**src/rtl/pipeline_trace_buffer.sv**
```systemverilog
// Retirement trace buffer: circular capture of {pc, instr}, trigger on a PC match,
// post-trigger window, then oldest-first readout. Optional timestamps: TRACE_TIMESTAMP_EN.
module pipeline_trace_buffer #(
   parameter int PC_W    = 32,
   parameter int INSTR_W = 32,
   parameter int DEPTH   = 16,
   parameter int TS_W    = 16,
   localparam int AW     = $clog2(DEPTH)
) (
   input  logic               clk,
   input  logic               reset,
   input  logic               cap_valid,
   input  logic [PC_W-1:0]    cap_pc,
   input  logic [INSTR_W-1:0] cap_instr,
   input  logic               arm,
   input  logic [PC_W-1:0]    trig_pc,
   input  logic [AW-1:0]      post_cnt,
   input  logic               rd_en,
   output logic               rd_valid,
   output logic [PC_W-1:0]    rd_pc,
   output logic [INSTR_W-1:0] rd_instr,
`ifdef TRACE_TIMESTAMP_EN
   output logic [TS_W-1:0]    rd_ts,
`endif
   output logic [1:0]         state,
   output logic [AW:0]        count
);

   if (DEPTH < 4 || (DEPTH & (DEPTH - 1)) != 0 || TS_W < 1) begin : g_bad_param
      $error("pipeline_trace_buffer: DEPTH must be a power of two >= 4 and TS_W >= 1");
   end

   typedef enum logic [1:0] {
      IDLE  = 2'b00,
      ARMED = 2'b01,
      POST  = 2'b10,
      DONE  = 2'b11
   } state_t;

   localparam logic [AW:0] FULL = (AW + 1)'(DEPTH);

   state_t               state_q, state_d;
   logic [AW-1:0]        wr_ptr_q, wr_ptr_d;
   logic [AW:0]          count_q, count_d;
   logic [AW-1:0]        post_q, post_d;
   logic                 rd_valid_q;
   logic [PC_W-1:0]      rd_pc_q;
   logic [INSTR_W-1:0]   rd_instr_q;

   logic                 wr_en;
   logic                 rd_fire;
   logic [AW-1:0]        rd_ptr;

   logic [PC_W-1:0]      mem_pc    [DEPTH];
   logic [INSTR_W-1:0]   mem_instr [DEPTH];

   // Oldest entry sits count slots behind the write pointer; a full buffer wraps to wr_ptr itself.
   assign rd_ptr = wr_ptr_q - count_q[AW-1:0];

   always_comb begin
      state_d  = state_q;
      wr_ptr_d = wr_ptr_q;
      count_d  = count_q;
      post_d   = post_q;
      wr_en    = 1'b0;
      rd_fire  = 1'b0;
      if (arm) begin
         state_d  = ARMED;
         wr_ptr_d = '0;
         count_d  = '0;
         post_d   = '0;
      end else begin
         case (state_q)
            ARMED, POST: begin
               if (cap_valid) begin
                  wr_en    = 1'b1;
                  wr_ptr_d = wr_ptr_q + 1'b1;
                  if (count_q != FULL) count_d = count_q + 1'b1;
                  if (state_q == ARMED) begin
                     if (cap_pc == trig_pc) begin
                        if (post_cnt == '0) begin
                           state_d = DONE;
                        end else begin
                           post_d  = post_cnt;
                           state_d = POST;
                        end
                     end
                  end else begin
                     post_d = post_q - 1'b1;
                     if (post_q == AW'(1)) state_d = DONE;
                  end
               end
            end
            DONE: begin
               if (rd_en && count_q != '0) begin
                  rd_fire = 1'b1;
                  count_d = count_q - 1'b1;
               end
            end
            default: ;
         endcase
      end
   end

   always_ff @(posedge clk) begin
      if (!reset) begin
         state_q  <= IDLE;
         wr_ptr_q <= '0;
         count_q  <= '0;
         post_q   <= '0;
      end else begin
         state_q  <= state_d;
         wr_ptr_q <= wr_ptr_d;
         count_q  <= count_d;
         post_q   <= post_d;
      end
   end

   // Storage is never reset; only the pointers give it meaning.
   always_ff @(posedge clk) begin
      if (wr_en && reset) begin
         mem_pc[wr_ptr_q]    <= cap_pc;
         mem_instr[wr_ptr_q] <= cap_instr;
      end
   end

   always_ff @(posedge clk) begin
      if (!reset) begin
         rd_valid_q <= 1'b0;
         rd_pc_q    <= '0;
         rd_instr_q <= '0;
      end else begin
         rd_valid_q <= rd_fire;
         if (rd_fire) begin
            rd_pc_q    <= mem_pc[rd_ptr];
            rd_instr_q <= mem_instr[rd_ptr];
         end
      end
   end

`ifdef TRACE_TIMESTAMP_EN
   logic [TS_W-1:0] ts_q;
   logic [TS_W-1:0] rd_ts_q;
   logic [TS_W-1:0] mem_ts [DEPTH];

   always_ff @(posedge clk) begin
      if (!reset) ts_q <= '0;
      else        ts_q <= ts_q + 1'b1;
   end

   always_ff @(posedge clk) begin
      if (wr_en && reset) mem_ts[wr_ptr_q] <= ts_q;
   end

   always_ff @(posedge clk) begin
      if (!reset)       rd_ts_q <= '0;
      else if (rd_fire) rd_ts_q <= mem_ts[rd_ptr];
   end

   assign rd_ts = rd_ts_q;
`endif

   assign rd_valid = rd_valid_q;
   assign rd_pc    = rd_pc_q;
   assign rd_instr = rd_instr_q;
   assign state    = state_q;
   assign count    = count_q;

endmodule

```
**config.mk**
```make
export PLATFORM = sky130hd
export DESIGN_NAME = pipeline_trace_buffer
export DESIGN_NICKNAME = d
export VERILOG_FILES = /design/src/rtl/pipeline_trace_buffer.sv
export SDC_FILE = /design/constraint.sdc
export NUM_CORES = 1
export LEC_CHECK = 0
export BUFFER_PORTS_ARGS = -buffer_cell sky130_fd_sc_hd__buf_4
export CAP_MARGIN = 20
export CORE_ASPECT_RATIO = 1.75
export CORE_MARGIN = 4
export CORE_UTILIZATION = 50
export DETAILED_ROUTE_END_ITERATION = 8
export GPL_TIMING_DRIVEN = 0
export PLACE_DENSITY = 0.73
export SKIP_LAST_GASP = 1
export SLEW_MARGIN = 30
export SYNTH_ARGS = -nofsm -noshare
export SYNTH_HDL_FRONTEND = slang
export SYNTH_SLANG_ARGS = --single-unit
```
**constraint.sdc**
```tcl
create_clock -name clk -period 6.5 [get_ports clk]
set_input_delay 0.65 -clock clk [delete_from_list [all_inputs] [get_ports clk]]
set_output_delay 0.65 -clock clk [all_outputs]
set_load 0.1 [all_outputs]
```
==> flow_summary.json <==
{
  "clock.fmax_mhz": 276.6,
  "grt-ovfl-total": 0,
  "finalSetupViolCount": 0,
  "yosysTopAreaCell": "edfxtp_1",
  "synth_adder_area_share_pct": 0.5074,
  "grt_usage_pct": 24.29,
  "final_util_pct": 59.60,
  "critPathRequiredTime_ps": 7070,
  "ys_types": 48,
  "cts_resized": 0,
  "num_vias": 22193,
  "crit_path_top_delay_cell": "clkbuf_1",
  "root_buffer": "clkbuf_16",
  "yosys.area.top_type_share_pct": 72.50,
  "criticalPathCategory": "reg2reg",
  "drv_cap": 0,
  "port_buffers": 176,
  "layout-drive-gt1-share_pct": 28.95,
  "status": "finished, final reports clean",
  "syn_area_per_cell_sq_um": 20.72,
  "final_max_slew_viol_count": 0,
  "ant_nets": 0,
  "crit_top_cell": "clkbuf_1",
  "cts_setup_buffers": 0,
  "syn2layout_area_growth_pct": 18.51,
  "min_path_type": "in2reg",
  "fillers": 5772,
  "fin_crit_ps": 3616,
  "p_leak_nw": 15.99,
  "synth.top_cells.by_area": "edfxtp_1 73%, mux4_2 14%, dfxtp_1 3.8%",
  "rsz0062_at_grt": "false",
  "cts_tree": "done",
  "multi_input_area_sq_um": 9573,
  "hold_violations": 0,
  "drtIter0Drc": 2555,
  "yosys-mux-area-fraction_pct": 15.22,
  "fin_nets": 2507,
  "synth-xor-area-share_pct": 0.8467,
  "yosysSeqAreaShare_pct": 76.28,
  "fin_skew_ps": 28.19,
  "path_cells": "ha_1 > inv_1 > fa_1 > clkbuf_1 > clkbuf_1 > mux4_2 > nand3_1 > a31oi_1",
  "crit_fanout": 10,
  "grt_pass1_vias": 23452,
  "ir_drop_uv": 192.5,
  "synth_edf_count": 1024,
  "synthArstFlopShare_pct": 0,
  "regArea_sq_um": 32350,
  "syn_nets": 2168,
  "grt_max_degree": 20,
  "synth_seq_cells": 1104,
  "dieHeight_um": 393.3,
  "core_sq_um": 84330,
  "setup_tns_ps": 0,
  "clk_transition_reported_paths_ps": 70,
  "fin_total_pwr_w": 0.01440,
  "wirelength_um": 109000,
  "min_path_cells": 1,
  "cts_max_level": 3,
  "synth-compound-area-share_pct": 3.369,
  "die_area_sq_um": 89730,
  "clock_latency_ps": 680,
  "start_util_pct": 50.29,
  "reg2regPathDepth": 8,
  "yosys_warnings": 0,
  "p_per_area_nw_per_um2": 286.4,
  "fp.dieW_um": 228.2,
  "finalCritPeriodShare_pct": 55.63,
  "core.rowCount": 141,
  "start_kind": "register",
  "num_io_pins": 177,
  "synth_top_flop_cell": "edfxtp_1",
  "arrival_ps": 4180,
  "grt_pass1_wl_um": 159300,
  "vias_per_cell": 6.266,
  "slowest_delay_ps": 790,
  "place_hpwl_um": 73060,
  "postCtsHoldBufs": 0,
  "drc": 0,
  "synth_top_family_by_area": "multiplexers",
  "syn-instance-count": 2047,
  "worst_slew_pin_slew_ps": 1032,
  "gp_congestion": 0.7525,
  "wl_per_cell_um": 30.78,
  "cts.sinks": 1104,
  "clockBufferDepth": 3,
  "antenna_found_initial": 5,
  "synth-simple-area-share_pct": 2.295,
  "syn-cell-area_sq_um": 42410,
  "first_pass_iters": 5,
  "cts_inserted_buffers": 92,
  "finalHoldWorstSlack_ps": 266.1,
  "worstSetupEndpointType": "register",
  "worst_slack_ps": 2884,
  "pre_cts_slack_ps": 2944,
  "slew_headroom_pct": 31.23
}
==> stage by stage <==
step	instance area, sq um	instances
finish	50260	3542
global route	50260	3540
CTS	50250	3538
detailed placement	47050	3364
global placement	45070	3295
floorplan	42410	2047
==> sequential cells by signal, indices dropped and copies added, names as in the netlist, 2 cells and up <==
| name | flops |
|---|---|
| count | 5 |
| mem_instr | 512 |
| mem_pc | 512 |
| post_q | 4 |
| rd_instr | 32 |
| rd_pc | 32 |
| state | 2 |
| wr_ptr_q | 4 |
==> final cells by class <==
type | instances | share of cell area [%]
diodes | 4 | 0.01991
plain buffers | 117 | 1.153
clock buffers | 120 | 5.038
clock inverters | 54 | 1.334
inverters | 13 | 0.09708
multi-input cells | 813 | 19.05
flip-flops and latches | 1104 | 64.36
well taps | 1072 | 2.669
repair buffers | 245 | 6.278
==> cell usage after synthesis, types with 5 or more instances <==
library cell and n:
edfxtp_1 1024, mux4_2 256, dfxtp_1 80, nand2_1 73, mux2i_1 69, o21ai_0 67
a31oi_1 66, nand3_1 65, o21a_1 64, clkbuf_1 58, xor2_1 35, buf_2 32
nor2_1 31, ha_1 14, inv_1 13, buf_4 10, nor4_1 9, buf_1 8
buf_6 8, or3_1 7, a21oi_1 6, xnor2_1 6, nand4_1 5, o211ai_1 5
==> critical path, delay by kind of cell (launching register included) <==
| kind | cells | cell delay, ps |
|---|---|---|
| buffers and inverters | 3 | 1530 |
| flip-flops | 1 | 490 |
| adder cells (fa/ha/maj) | 2 | 800 |
| multiplexers | 1 | 440 |
| AO/OA/AOI/OAI | 1 | 100 |
| AND/OR/NAND/NOR | 1 | 140 |
==> cell usage in the layout, fill, tap and decap left out, types with 9 or more instances in the layout <==
master | Yosys | routed
edfxtp_1 | 1024 | 1024
mux4_2 | 256 | 256
buf_4 | 10 | 187
clkbuf_16 | 0 | 96
dfxtp_1 | 80 | 80
clkbuf_1 | 58 | 77
nand2_1 | 73 | 73
mux2i_1 | 69 | 69
o21ai_0 | 67 | 67
a31oi_1 | 66 | 66
nand3_1 | 65 | 65
buf_16 | 0 | 65
o21a_1 | 64 | 64
xor2_1 | 35 | 35
buf_2 | 32 | 32
nor2_4 | 0 | 16
nor2_1 | 31 | 15
clkinv_1 | 0 | 15
ha_1 | 14 | 14
bufinv_16 | 0 | 14
inv_1 | 13 | 13
buf_6 | 8 | 10
clkinv_2 | 0 | 9
==> path summary, 6_finish.rpt <==
path,start,end,slack (ps)
worst min-delay path,cap_instr[11],mem_instr[10][11],270
worst max-delay path,count[0],rd_pc[13],2880
worst min register to register,rd_instr[28],rd_instr[28],470
worst max register to register,count[0],rd_pc[13],2880
==> metal layers <==
metal  up-vias  part of all wire (%)  GRT usage, %
met5         -                 0.010             0
met4         2                   4.2         10.05
met3       267                   7.9         4.367
met2      1133                    53         43.16
met1     11649                    35         29.56
li1       9142                     -             -
==> cell families after synthesis <==
family,Yosys count
flip-flops,1104
multiplexers,325
AO/OA/AOI/OAI,223
AND/OR/NAND/NOR,208
buffers and inverters,130
XOR/XNOR,41
adder cells (fa/ha/maj),16
==> power by group <==
part / internal [W] / switching (W) / total, W
combinational: 0.000313 / 0.000454 / 0.000767
clock: 0.00333 / 0.00254 / 0.00587
sequential: 0.00776 / 0.00000542 / 0.00776
(Power assumes the default switching activity.)
